### src/rtl/mem_write_queue_if.sv
// Write-queue bus: enqueue handshake, drain enable and the parallel memory write ports.
interface mem_write_queue_if #(
  parameter int unsigned DEPTH    = 8,
  parameter int unsigned ADDRBITS = 4,
  parameter int unsigned WIDTH    = 8,
  parameter int unsigned WRITERS  = 3
);
  localparam int unsigned CW = $clog2(DEPTH) + 1;

  logic                        enq_valid;
  logic                        enq_ready;
  logic [ADDRBITS-1:0]         enq_addr;
  logic [WIDTH-1:0]            enq_data;
  logic                        drain_en;
  logic [WRITERS-1:0]          wr_enas;
  logic [ADDRBITS*WRITERS-1:0] wr_addrs;
  logic [WIDTH*WRITERS-1:0]    wr_datas;
  logic [CW-1:0]               count;
  logic                        empty;

  modport master (
    output enq_valid, enq_addr, enq_data, drain_en,
    input  enq_ready, wr_enas, wr_addrs, wr_datas, count, empty
  );

  modport slave (
    input  enq_valid, enq_addr, enq_data, drain_en,
    output enq_ready, wr_enas, wr_addrs, wr_datas, count, empty
  );
endinterface

### src/rtl/mem_write_queue.sv
// Write-side FIFO that drains up to WRITERS entries per cycle onto the
// memory's parallel write ports, oldest entry on port 0.
// Optional macro MEM_WRITE_QUEUE_BYPASS_EN: an empty queue with drain enabled
// forwards a new request straight to port 0 in the same cycle.
module mem_write_queue #(
  parameter int unsigned DEPTH    = 8,
  parameter int unsigned ADDRBITS = 4,
  parameter int unsigned WIDTH    = 8,
  parameter int unsigned WRITERS  = 3
) (
  input logic             clock,
  input logic             reset,
  mem_write_queue_if.slave bus
);
  localparam int unsigned PW = $clog2(DEPTH);
  localparam int unsigned CW = PW + 1;

  logic [ADDRBITS-1:0] mem_addr [DEPTH];
  logic [WIDTH-1:0]    mem_data [DEPTH];
  logic [PW-1:0]       head;
  logic [PW-1:0]       tail;
  logic [CW-1:0]       count;

  logic          enq_fire;
  logic          bypass;
  logic          store;
  logic [CW-1:0] pop_n;
  logic [PW-1:0] idx;

  // Accept/drain decisions from the registered count only.
  always_comb begin
    bus.enq_ready = (count < CW'(DEPTH));
    enq_fire      = bus.enq_valid && bus.enq_ready;
    pop_n         = '0;
    if (bus.drain_en) begin
      pop_n = (count < CW'(WRITERS)) ? count : CW'(WRITERS);
    end
    bypass = 1'b0;
`ifdef MEM_WRITE_QUEUE_BYPASS_EN
    bypass = bus.drain_en && bus.enq_valid && (count == '0);
`endif
    store = enq_fire && !bypass;
  end

  // Head entry k drives port k; unused ports are held at zero.
  always_comb begin
    bus.wr_enas  = '0;
    bus.wr_addrs = '0;
    bus.wr_datas = '0;
    idx          = '0;
    for (int k = 0; k < int'(WRITERS); k++) begin
      if (CW'(k) < pop_n) begin
        idx                                = head + PW'(k);
        bus.wr_enas[k]                     = 1'b1;
        bus.wr_addrs[k*ADDRBITS +: ADDRBITS] = mem_addr[idx];
        bus.wr_datas[k*WIDTH +: WIDTH]       = mem_data[idx];
      end
    end
`ifdef MEM_WRITE_QUEUE_BYPASS_EN
    if (bypass) begin
      bus.wr_enas[0]               = 1'b1;
      bus.wr_addrs[ADDRBITS-1:0]   = bus.enq_addr;
      bus.wr_datas[WIDTH-1:0]      = bus.enq_data;
    end
`endif
  end

  assign bus.count = count;
  assign bus.empty = (count == '0);

  // Pointer and occupancy update; reset discards all queued writes.
  always_ff @(posedge clock) begin
    if (reset) begin
      head  <= '0;
      tail  <= '0;
      count <= '0;
    end else begin
      head  <= head + PW'(pop_n);
      tail  <= tail + PW'(store);
      count <= count + CW'(store) - pop_n;
    end
  end

  // Entry storage; contents are only meaningful between head and tail.
  always_ff @(posedge clock) begin
    if (store) begin
      mem_addr[tail] <= bus.enq_addr;
      mem_data[tail] <= bus.enq_data;
    end
  end
endmodule

### src/flat_wrapper.sv
// flat-port wrapper written by rule: the top's interface ports become plain ports
module mem_write_queue_flat 
#(
  parameter int unsigned DEPTH    = 8,
  parameter int unsigned ADDRBITS = 4,
  parameter int unsigned WIDTH    = 8,
  parameter int unsigned WRITERS  = 3
)
  (clock, reset, bus_enq_valid, bus_enq_addr, bus_enq_data, bus_drain_en, bus_enq_ready, bus_wr_enas, bus_wr_addrs, bus_wr_datas, bus_count, bus_empty);
  mem_write_queue_if #(.DEPTH(DEPTH), .ADDRBITS(ADDRBITS), .WIDTH(WIDTH), .WRITERS(WRITERS)) bus_i ();
  input logic clock;
  input logic reset;
  input wire logic [$bits(bus_i.enq_valid)-1:0] bus_enq_valid;
  input wire logic [$bits(bus_i.enq_addr)-1:0] bus_enq_addr;
  input wire logic [$bits(bus_i.enq_data)-1:0] bus_enq_data;
  input wire logic [$bits(bus_i.drain_en)-1:0] bus_drain_en;
  output wire logic [$bits(bus_i.enq_ready)-1:0] bus_enq_ready;
  output wire logic [$bits(bus_i.wr_enas)-1:0] bus_wr_enas;
  output wire logic [$bits(bus_i.wr_addrs)-1:0] bus_wr_addrs;
  output wire logic [$bits(bus_i.wr_datas)-1:0] bus_wr_datas;
  output wire logic [$bits(bus_i.count)-1:0] bus_count;
  output wire logic [$bits(bus_i.empty)-1:0] bus_empty;
  assign bus_i.enq_valid = bus_enq_valid;
  assign bus_i.enq_addr = bus_enq_addr;
  assign bus_i.enq_data = bus_enq_data;
  assign bus_i.drain_en = bus_drain_en;
  assign bus_enq_ready = bus_i.enq_ready;
  assign bus_wr_enas = bus_i.wr_enas;
  assign bus_wr_addrs = bus_i.wr_addrs;
  assign bus_wr_datas = bus_i.wr_datas;
  assign bus_count = bus_i.count;
  assign bus_empty = bus_i.empty;
  mem_write_queue #(.DEPTH(DEPTH), .ADDRBITS(ADDRBITS), .WIDTH(WIDTH), .WRITERS(WRITERS)) u_core (.clock(clock), .reset(reset), .bus(bus_i));
endmodule
### config.mk
export PLATFORM = sky130hd
export DESIGN_NAME = mem_write_queue_flat
export DESIGN_NICKNAME = d
export VERILOG_FILES = /design/src/rtl/mem_write_queue_if.sv /design/src/rtl/mem_write_queue.sv /design/src/flat_wrapper.sv
export SDC_FILE = /design/constraint.sdc
export NUM_CORES = 1
export LEC_CHECK = 0
export CAP_MARGIN = 10
export CORE_MARGIN = 1.5
export CORE_UTILIZATION = 45
export DETAILED_ROUTE_END_ITERATION = 16
export PLACE_DENSITY_LB_ADDON = 0.05
export SYNTH_ARGS = -nofsm -noshare
export SYNTH_HDL_FRONTEND = slang
export SYNTH_SLANG_ARGS = --single-unit
### constraint.sdc
create_clock -name clock -period 3.2 [get_ports clock]
set_input_delay 0.8 -clock clock [delete_from_list [all_inputs] [get_ports clock]]
set_output_delay 0.8 -clock clock [all_outputs]
set_load 0.02 [all_outputs]
==> results.md <==
Outcome:
- The flow ran to the end, and the final reports show no timing, DRC or antenna violations.

Timing:
- The worst hold slack across all endpoints is 0.609 ns.
- Setup violations remaining at the end of the flow were counted as 0.
- The final worst clock skew is 0.00968 ns.
- Timing would allow up to 320 MHz.
- The max-slew violation total from the final report is 0.
- The final hold violation count was 0.
- The setup TNS is 0 ns.
- The least setup slack across all paths after layout is 0.0706 ns.
- The share of the cycle needed by the critical path after routing is 0.978.
- The shortest clock period the worst path allows after layout is 3.13 ns.
- Setup repair after global routing left no endpoint under its margin.

Clock tree:
- TritonCTS built the clock tree.
- The clock-pin slew on the worst setup and hold paths is 0.07 ns.
- The number of buffers created by CTS is 9.
- For this design, the sink count on the clock tree is 106.
- The later pin in the worst-skew pair is clocked with a latency of 0.35 ns.
- The clock tree synthesis step divided the H-tree into 3 levels.
- Clock tree synthesis selected as its root buffer the cell sky130_fd_sc_hd__clkbuf_16.
- The maximum number of buffers from clock root to sink is 2.

Placed design:
- Prior to clock tree synthesis, the placed netlist has a worst setup slack of -0.242 ns.
- The congestion estimate from routability-driven global placement came to 0.784.
- The HPWL after detailed placement is 8750 microns.
- The placed instance area is 6330 sq um.
- Port buffering added 60 buffers.

Drt:
- After detailed routing, the average wire length per cell comes to 21.6 microns.
- The count of unresolved DRC violations after routing is 0.
- In this run the remaining antenna-violating nets after routing total 0.
- The via count is 3666.
- The post-detailed-routing wire length is 13300 microns.
- The length of the first detailed-routing pass in iterations is 5.
- After detailed routing, the number of vias per cell comes to 5.98.
- The detailed router's first-iteration violation count is 289.

Floorplan:
- The placeable core region is 11600 sq um.
- The total number of placement rows is 39.
- The die covers 12700 sq um.
- The overall die height is 113 microns.
- In this run the horizontal extent of the chip is 113 microns.
- For this configuration, the core starts out at a cell density of 0.469.
- The number of primary I/O pins is 61.

Global route:
- The initial antenna violation count was 0.
- The met1 track demand over resource in global routing is 0.287.
- For met3 alone, demand over resource in global routing was 0.0546.
- Entering global routing, the biggest net connects 75 pins.
- The layer with the highest usage is met2.
- The global-route wire length before repair is 20700 microns.
- In the global route stage, overall resource usage came out at 0.222.
- For met2 alone, demand over resource in global routing was 0.369.
- Global routing finished with a remaining overflow of 0.
- The via count of the first global-routing pass came to 3677.

Layout:
- The layout has 927 filler cells.
- The share of final-layout standard cells stronger than drive strength 1 is 0.272.
- Leaving out fill and tap cells, the most frequent cells in the layout are sky130_fd_sc_hd__edfxtp_1 (96), sky130_fd_sc_hd__o22ai_1 (48), sky130_fd_sc_hd__mux2_2 (44).
- The layout net count is 491.
- Leaving out fill and tap cells, the most frequent cell in the layout is sky130_fd_sc_hd__edfxtp_1.
- The count of inserted antenna diode cells is 0.
- The post-layout instance area is 6610 sq um.
- Compared with the post-synthesis result, the final layout area differs by 21.9%.

Yosys:
- The count of synthesis-stage warnings from yosys is 0.
- In this run, distinct cell masters in the synthesized netlist total 35.
- The average footprint of a synthesized cell is 14.1 sq um.
- Synthesis produced a netlist with a net count of 412.
- In the synthesized netlist the async set-or-reset flop fraction comes to 0.
- The synthesis-stage register bit count is 106.
- The synthesized area is 5430 sq um.
- Counting flops with a built-in enable in the synthesized netlist gives 96.
- The register area share after synthesis is 0.568.
- The number of standard cells after synthesis is 386.
- The prevailing post-synth register cell is sky130_fd_sc_hd__edfxtp_1.

Power and ir drop:
- Dividing total power by cell area gives a power density of 841 nW/um^2.
- The leakage power of the design is 2.42 nW.
- After layout, the design draws a total of 0.00556 W.
- VDD sags by at most 0.539 mV.

Setup path:
- The element type at the critical path start is an input pin.
- For the worst setup path, the data arrival time is 2.33 ns.
- The largest fanout of any net on the critical path is 25.
- The worst setup path is captured at an output port.
- The critical path is of the in -> out type.
- In this run the critical register-to-register path is launched from u_core.bus.count[3].
- At the worst endpoint, the required time is 2.40 ns.
- The critical path starts at bus_drain_en.

Hold path:
- The kind of path behind the tightest hold check is reg -> reg.
- The origin of the worst min-delay path is u_core.tail[2].

Flow run:
- The number of max-cap violations is 0.
-- worst max-delay path, stage by stage --
cell and delay, ns:
sky130_fd_sc_hd__clkdlybuf4s50_1 0.56, sky130_fd_sc_hd__o31a_1 0.24, sky130_fd_sc_hd__buf_12 0.21, sky130_fd_sc_hd__nand3_1 0.09, sky130_fd_sc_hd__nand2_1 0.09, sky130_fd_sc_hd__dlygate4sd2_1 0.34
-- Yosys cell counts, types with 7 or more instances --
master	instances	area (sq um)
sky130_fd_sc_hd__mux2_2	44	495
sky130_fd_sc_hd__nand2b_1	7	43.8
sky130_fd_sc_hd__nand2_1	16	60.1
sky130_fd_sc_hd__inv_1	9	33.8
sky130_fd_sc_hd__o22ai_1	48	300
sky130_fd_sc_hd__nand3_1	24	120
sky130_fd_sc_hd__nor3_1	24	120
sky130_fd_sc_hd__buf_2	17	85.1
sky130_fd_sc_hd__ha_1	8	100
sky130_fd_sc_hd__dfxtp_1	10	200
sky130_fd_sc_hd__edfxtp_1	96	2880
sky130_fd_sc_hd__mux4_2	24	541
sky130_fd_sc_hd__nor2_1	12	45.0
-- metal layers --
metal | wire (microns) | part of all wire
met5 | 0 | 0
met2 | 6440 | 0.49
met3 | 817 | 0.062
met1 | 5690 | 0.43
met4 | 318 | 0.024
-- logic make-up after synthesis --
kind of cell,count (synthesis),share of synthesized area
flops,106,0.568
buf+inv,41,0.0440
simple gates,89,0.0798
xor+xnor,7,0.0113
fa+ha+maj,10,0.0258
other cells,1,0.000691
compound gates,60,0.0719
mux,72,0.198
-- stage by stage --
stage | utilization | std cells
after floorplan | - | 386
after global placement | 0.548 | 596
after detailed placement | 0.548 | 596
after CTS | 0.571 | 613
after global routing | 0.572 | 613
final | 0.572 | 613
-- where the power goes --
group / internal, W / total (W) / switching (W)
combinational: 0.00122 / 0.00268 / 0.00147
sequential: 0.00162 / 0.00171 / 0.0000931
clock: 0.000685 / 0.00116 / 0.000475
total: 0.00352 / 0.00556 / 0.00204
-- area by class of cell --
cell class / instances / area [sq um] / share of cell area
clock buffers: 11 / 233 / 0.0352
clock inverters: 5 / 78.8 / 0.0119
inverters: 9 / 33.8 / 0.00511
multi-input cells: 239 / 2120 / 0.321
flip-flops and latches: 106 / 3090 / 0.467
well taps: 143 / 179 / 0.0271
repair buffers: 100 / 881 / 0.133
-- final timing paths --
path,to,cells past startpoint,slack [ns]
min,u_core.tail[2],2,0.61
min reg2reg,u_core.tail[2],2,0.61
max reg2reg,u_core.bus.count[3],8,0.79
max,bus_wr_datas[12],6,0.07
-- flip-flops by register name (all words and copies together), names as in the netlist --
signal,flops
u_core.bus.count,4
u_core.tail,3
u_core.mem_addr,32
u_core.mem_data,64
u_core.head,3
-- repair_timing --
item / 4_1_cts / 5_1_grt
hold buffers: 0 / 0
buffers inserted: 1 / 0
resized for setup: 40 / 4
endpoints found under the setup margin: 38 / 4
gates cloned: 0 / 0
Power figures use the tool's default switching activity.
